$ cat src/rtl/mem_wb_pipe.sv
// MEM/WB pipeline stage: 2-entry elastic buffer with valid/ready on both sides,
// flush, write-back data select, forwarding tap and a saturating stall counter.
module mem_wb_pipe #(
  parameter int unsigned DATA_W = 16,
  parameter int unsigned REG_AW = 3,
  parameter int unsigned CNT_W  = 16
) (
  input  logic              clk,
  input  logic              rst,
  input  logic              flush,
  input  logic              in_valid,
  output logic              in_ready,
  input  logic              in_MemtoReg,
  input  logic              in_RegWrite,
  input  logic [REG_AW-1:0] in_WriteReg,
  input  logic [DATA_W-1:0] in_ReadData,
  input  logic [DATA_W-1:0] in_ALUResult,
  output logic              O_valid,
  input  logic              out_ready,
  output logic              O_MemtoReg,
  output logic              O_RegWrite,
  output logic [REG_AW-1:0] O_WriteReg,
  output logic [DATA_W-1:0] O_ReadData,
  output logic [DATA_W-1:0] O_ALUResult,
  output logic [DATA_W-1:0] O_WBData,
  output logic              fwd_valid,
  output logic [REG_AW-1:0] fwd_addr,
  output logic [DATA_W-1:0] fwd_data,
  output logic [CNT_W-1:0]  stall_cnt
);

  // Entry layout, MSB first: {MemtoReg, RegWrite, WriteReg, ReadData, ALUResult}
  localparam int unsigned ENTRY_W = 2 + REG_AW + 2 * DATA_W;
  localparam int unsigned RD_LSB  = DATA_W;
  localparam int unsigned WR_LSB  = 2 * DATA_W;

  logic [ENTRY_W-1:0] mem_q [2];
  logic [ENTRY_W-1:0] mem_d [2];
  logic               head_q, head_d;
  logic               tail_q, tail_d;
  logic [1:0]         cnt_q, cnt_d;
  logic [ENTRY_W-1:0] out_q, out_d;
  logic [CNT_W-1:0]   stall_q, stall_d;

  logic [ENTRY_W-1:0] in_entry;
  logic               push;
  logic               pop;

  assign in_entry = {in_MemtoReg, in_RegWrite, in_WriteReg, in_ReadData, in_ALUResult};

  // Handshake status depends on registered occupancy only
  assign in_ready = (cnt_q != 2'd2);
  assign O_valid  = (cnt_q != 2'd0);
  assign push     = in_valid & in_ready;
  assign pop      = O_valid & out_ready;

  // Next-state: buffer pointers, occupancy, head-entry outputs and stall counter
  always_comb begin
    mem_d[0] = mem_q[0];
    mem_d[1] = mem_q[1];
    head_d   = head_q;
    tail_d   = tail_q;
    cnt_d    = cnt_q;
    out_d    = out_q;
    stall_d  = stall_q;

    if (flush) begin
      head_d = 1'b0;
      tail_d = 1'b0;
      cnt_d  = 2'd0;
    end else begin
      if (push) begin
        mem_d[tail_q] = in_entry;
        tail_d        = ~tail_q;
      end
      if (pop) begin
        head_d = ~head_q;
      end
      if (push && !pop) begin
        cnt_d = cnt_q + 2'd1;
      end else if (pop && !push) begin
        cnt_d = cnt_q - 2'd1;
      end
      // Head outputs follow the new head; they hold their last value when empty
      if (cnt_d != 2'd0) begin
        out_d = mem_d[head_d];
      end
    end

    if (!flush && O_valid && !out_ready && (stall_q != {CNT_W{1'b1}})) begin
      stall_d = stall_q + CNT_W'(1);
    end
  end

  // State register: whole pipeline advances on the falling edge
  always_ff @(negedge clk) begin
    if (rst) begin
      mem_q[0] <= '0;
      mem_q[1] <= '0;
      head_q   <= 1'b0;
      tail_q   <= 1'b0;
      cnt_q    <= 2'd0;
      out_q    <= '0;
      stall_q  <= '0;
    end else begin
      mem_q[0] <= mem_d[0];
      mem_q[1] <= mem_d[1];
      head_q   <= head_d;
      tail_q   <= tail_d;
      cnt_q    <= cnt_d;
      out_q    <= out_d;
      stall_q  <= stall_d;
    end
  end

  assign O_MemtoReg  = out_q[ENTRY_W-1];
  assign O_RegWrite  = out_q[ENTRY_W-2];
  assign O_WriteReg  = out_q[WR_LSB +: REG_AW];
  assign O_ReadData  = out_q[RD_LSB +: DATA_W];
  assign O_ALUResult = out_q[0 +: DATA_W];

  assign O_WBData  = O_MemtoReg ? O_ReadData : O_ALUResult;
  assign fwd_valid = O_valid & O_RegWrite;
  assign fwd_addr  = O_WriteReg;
  assign fwd_data  = O_WBData;
  assign stall_cnt = stall_q;

endmodule

$ cat config.mk
export PLATFORM = sky130hd
export DESIGN_NAME = mem_wb_pipe
export DESIGN_NICKNAME = d
export VERILOG_FILES = /design/src/rtl/mem_wb_pipe.sv
export SDC_FILE = /design/constraint.sdc
export NUM_CORES = 1
export LEC_CHECK = 0
export ABC_CLOCK_PERIOD_IN_PS = 2700
export CORE_ASPECT_RATIO = 1.75
export CORE_MARGIN = 8
export CORE_UTILIZATION = 50
export CTS_CLUSTER_SIZE = 16
export DETAILED_ROUTE_END_ITERATION = 7
export PLACE_DENSITY = 0.78
export RECOVER_POWER = 100
export SLEW_MARGIN = 40
export SYNTH_ARGS = -nofsm -noshare
export SYNTH_HDL_FRONTEND = slang
export SYNTH_SLANG_ARGS = --single-unit
$ cat constraint.sdc
create_clock -name clk -period 2.7 [get_ports clk]
set_input_delay 0.54 -clock clk [delete_from_list [all_inputs] [get_ports clk]]
set_output_delay 0.54 -clock clk [all_outputs]
set_load 0.05 [all_outputs]
==> results of run 1 <==
-- cells by family after synthesis --
kind of cell,synth area share (%)
flops,41.4
buf+inv,7.32
mux,10.1
compound gates,14.8
simple gates,24.9
xor+xnor,0.908
fa+ha+maj,0.592
-- stage by stage --
stage / instance area, sq um / setup TNS [ns]
global placement: 9160 / -116.62
CTS: 11800 / -48.22
detailed placement: 9160 / -123.58
floorplan: 6850 / -39.56
-- what timing repair did --
item,CTS
setup buffers,48
setup endpoints to repair,222
gates resized for setup,278
pin swaps,29
cloned,11
hold endpoints to repair,0
==> impl_metrics.py, run 1 <==
metrics = {
    "synthesis": {
        "ys.flop_type": "dfxtp_1",
        "synth.avg_cell_area_sq_um": 8.00,
        "ys_seq_elements": 131,
        "synth_edf_count": 0,
        "ys_top_cells_by_area": "dfxtp_1 (41%), nand2_1 (11%), nor2_1 (7.5%), a21oi_1 (6.3%), mux2i_1 (6.0%)",
        "netlist_instances": 792,
        "yosys_warnings": 0,
        "synth_cell_types": 52,
        "ys_seq_area_share_pct": 41.4,
        "synth_top_area_share_pct": 41.4,
        "synth_area_sq_um": 6340,
        "synth_top_area_cell": "dfxtp_1",
        "synth.top_cells.by_count": "nand2_1 (192), dfxtp_1 (131), nor2_1 (126), a21oi_1 (80), mux2i_1 (38)",
        "yosysMostFrequentCell": "nand2_1",
        "synth_fp_nets": 837,
        "async_flop_share_pct": 0,
    },
    "cts": {
        "clockBufferDepth": 2,
        "ctsRootBufferMaster": "clkbuf_16",
        "cts_hold_buffers": 0,
        "cts_buffers": 17,
        "htreeDepth": 4,
        "cts_num_sinks": 131,
    },
    "die": {
        "io_pins": 133,
        "initial_core_util_pct": 51.0,
        "fp.dieW_microns": 101,
        "fp-row-count": 54,
        "die_y_microns": 165,
    },
    "placement": {
        "port_buffers": 132,
        "place_inst": 1123,
        "hpwl_mm": 15.0,
        "pre_cts_ws_ns": -1.20,
        "place_congestion": 0.834,
    },
    "global_route": {
        "grt_max_degree": 51,
    },
    "status": {
        "haltStage": "global routing (5_1_grt)",
        "first-error": "[ERROR DPL-0038] Utilization greater than 100%, impossible to legalize",
        "status": "aborted with a tool error",
    },
}
==> inputs of run 2 (changes only) <==
- CORE_ASPECT_RATIO: 1.75 -> not set
- CORE_UTILIZATION: 50 -> 35
- CTS_CLUSTER_SIZE: 16 -> not set
- PLACE_DENSITY: 0.78 -> not set
- PLACE_DENSITY_LB_ADDON: not set -> 0.15
==> impl_metrics.py, run 2 <==
metrics = {
    "cells_and_area": {
        "largest_register_ff_count": 74,
        "design_area_sq_um": 12700,
        "final_layout_size_suffix_gt1_share_pct": 46.1,
        "layout_common_cells": "inv_1 (134), nand2_1 (130), nor2_1 (125), buf_4 (90), buf_6 (83)",
        "nets": 1235,
        "mostFrequentLayoutCell": "inv_1",
        "final_cells": 1433,
        "area.growth.synth_to_final_pct": 99.7,
        "regMostFlops": "mem_q",
        "nFillCells": 1255,
    },
    "synthesis": {
        "synth_top_area_share_pct": 41.4,
        "synth_edf_count": 0,
        "synth_top_area_cell": "dfxtp_1",
        "netlist_instances": 792,
        "async_flop_share_pct": 0,
        "synth.avg_cell_area_sq_um": 8.00,
        "ys_top_cells_by_area": "dfxtp_1 (41%), nand2_1 (11%), nor2_1 (7.5%), a21oi_1 (6.3%), mux2i_1 (6.0%)",
        "synth.top_cells.by_count": "nand2_1 (192), dfxtp_1 (131), nor2_1 (126), a21oi_1 (80), mux2i_1 (38)",
        "yosysMostFrequentCell": "nand2_1",
        "ys_seq_elements": 131,
        "synth_area_sq_um": 6340,
        "synth_cell_types": 52,
        "synth_fp_nets": 837,
        "ys_seq_area_share_pct": 41.4,
        "ys.flop_type": "dfxtp_1",
        "yosys_warnings": 0,
    },
    "global_route": {
        "grt_pass1_wl_mm": 39.8,
        "grt_overflow_total": 0,
        "track_usage_pct": 22.6,
        "grt_pass1_vias": 7612,
        "grt_max_degree": 58,
        "antenna_found_initial": 1,
    },
    "pwr": {
        "swShare_pct": 35.4,
        "peakVddDrop_mv": 0.497,
        "cellPowerDensity_nw_per_um2": 581,
        "internal_power_mw": 4.75,
        "seq_power_share_pct": 28.7,
        "switchingPower_mw": 2.60,
        "p_leak_nw": 5.39,
        "clkPwrFrac_pct": 43.7,
        "power_frac_comb_pct": 27.6,
    },
    "setup_path": {
        "r2r-start": "cnt_q[1]",
        "cp.required_ns": 2.16,
        "crit_path_start": "out_q[36]",
        "worstSetupEndpointType": "output port",
        "crit_path_max_fanout": 5,
        "critPathLaunchType": "register",
        "path_class": "reg2out",
        "arrival_ns": 2.87,
    },
    "cts": {
        "clockBufferDepth": 2,
        "cts_hold_buffers": 0,
        "cts_num_sinks": 131,
        "cts_buffers": 17,
        "cts_tree": "yes",
        "ctsRootBufferMaster": "clkbuf_16",
        "clk_pin_slew_ns": 0.03,
        "clk_latency_ns": 0.47,
        "htreeDepth": 4,
    },
    "routing": {
        "first_pass_iters": 5,
        "vias": 7539,
        "drc": 0,
        "routedWlPerCell_microns": 19.5,
        "vias_per_cell": 5.26,
        "ant_nets": 0,
        "drt_wl_total_mm": 27.9,
        "drtIter0Drc": 498,
    },
    "placement": {
        "hpwl_mm": 13.9,
        "port_buffers": 132,
        "pre_cts_ws_ns": -1.06,
        "place_congestion": 0.804,
        "placed_area_sq_um": 9280,
        "place_inst": 1196,
    },
    "die": {
        "fp.dieW_microns": 151,
        "coreArea_sq_um": 17800,
        "initial_core_util_pct": 35.5,
        "fp-row-count": 49,
        "io_pins": 133,
        "die_y_microns": 151,
        "die_area_sq_um": 22700,
    },
    "hold_path": {
        "min_from": "mem_q[0][34]",
        "hp-class": "reg2reg",
    },
    "timing": {
        "setup_viol_count_final": 200,
        "layout_setup_ws_ns": -0.708,
        "grt_setup_unrepaired": "yes",
        "final_max_slew_viol_count": 0,
        "slew_headroom_pct": 39.9,
        "tightest_slew_ns": 0.902,
        "hold_viol_final": 0,
        "fin_tns_setup_ns": -50.91,
        "whs_ns": 0.459,
        "fin_skew_ns": 0.0259,
    },
    "flow_run": {
        "drv_cap": 0,
    },
    "status": {
        "status": "finished with violations",
        "violations": "setup timing",
    },
}
## run 2: cell counts after synthesis
Identical to the previous run, type by type.
## run 2: cell type report
type,instances,area (sq um),share of cell area [%]
antenna,1,2.50,0.0198
clock inverter,146,669,5.29
timing repair buffer,325,4310,34.1
inverter,6,31.3,0.247
tap,229,287,2.26
multi-input combinational,578,4190,33.1
sequential,131,2730,21.6
clock buffer,17,425,3.36
## run 2: cell families (layout without fill, tap and decap cells)
family	after synthesis	after routing	synth area share [%]
buffers and inverters	83	494	7.32
adder cells (fa/ha/maj)	3	3	0.592
multiplexers	61	61	10.1
XOR/XNOR	5	5	0.908
AND/OR/NAND/NOR	372	372	24.9
other	0	1	0
flip-flops	131	131	41.4
AO/OA/AOI/OAI	137	137	14.8
## run 2: timing repair
action | CTS | global route
cloned | 19 | 6
setup endpoints to repair | 221 | 213
pin swaps | 53 | 52
resized for setup | 228 | 205
setup buffers | 38 | 44
## run 2: stage by stage
step | power, mW | utilization, %
final | 7.36 | 70.9
after detailed placement | 3.94 | 52.0
after global placement | 3.94 | 52.0
after floorplan | 3.35 | -
after CTS | 7.23 | 66.4
after global routing | 7.74 | 70.9
## run 2: worst paths after layout
check / endpoint / slack (ns) / depth (start not counted)
hold / removal: mem_q[0][34] / 0.46 / 2
hold reg to reg: mem_q[0][34] / 0.46 / 2
setup reg to reg: out_q[36] / 0.48 / 10
setup / recovery: fwd_data[1] / -0.71 / 3
## run 2: power by group through the flow
stage                     combinational, mW  sequential [mW]  clock (mW)
after global placement                 1.51             2.13       0.295
after detailed placement               1.51             2.13       0.295
after global routing                   2.11             2.11        3.52
after CTS                              1.90             2.10        3.22
after floorplan                       0.788             2.27       0.295
final                                  2.03             2.11        3.22
## run 2: layer usage
metal	routed length [microns]	share of wire (%)	GRT usage, %	vias up
met5	0	0	0	-
met4	922	3.3	13.4	0
met3	2100	7.5	6.46	64
met2	13600	49	36.2	303
met1	11300	40	26.6	3659
li1	-	-	-	3513
## run 2: worst max-delay path: stages, from the launching register on
cell and delay (ns):
dfxtp_4 0.41, buf_4 0.17, mux2_4 0.32, buf_6 0.16
Note: power is estimated with default switching activity, not from simulation.
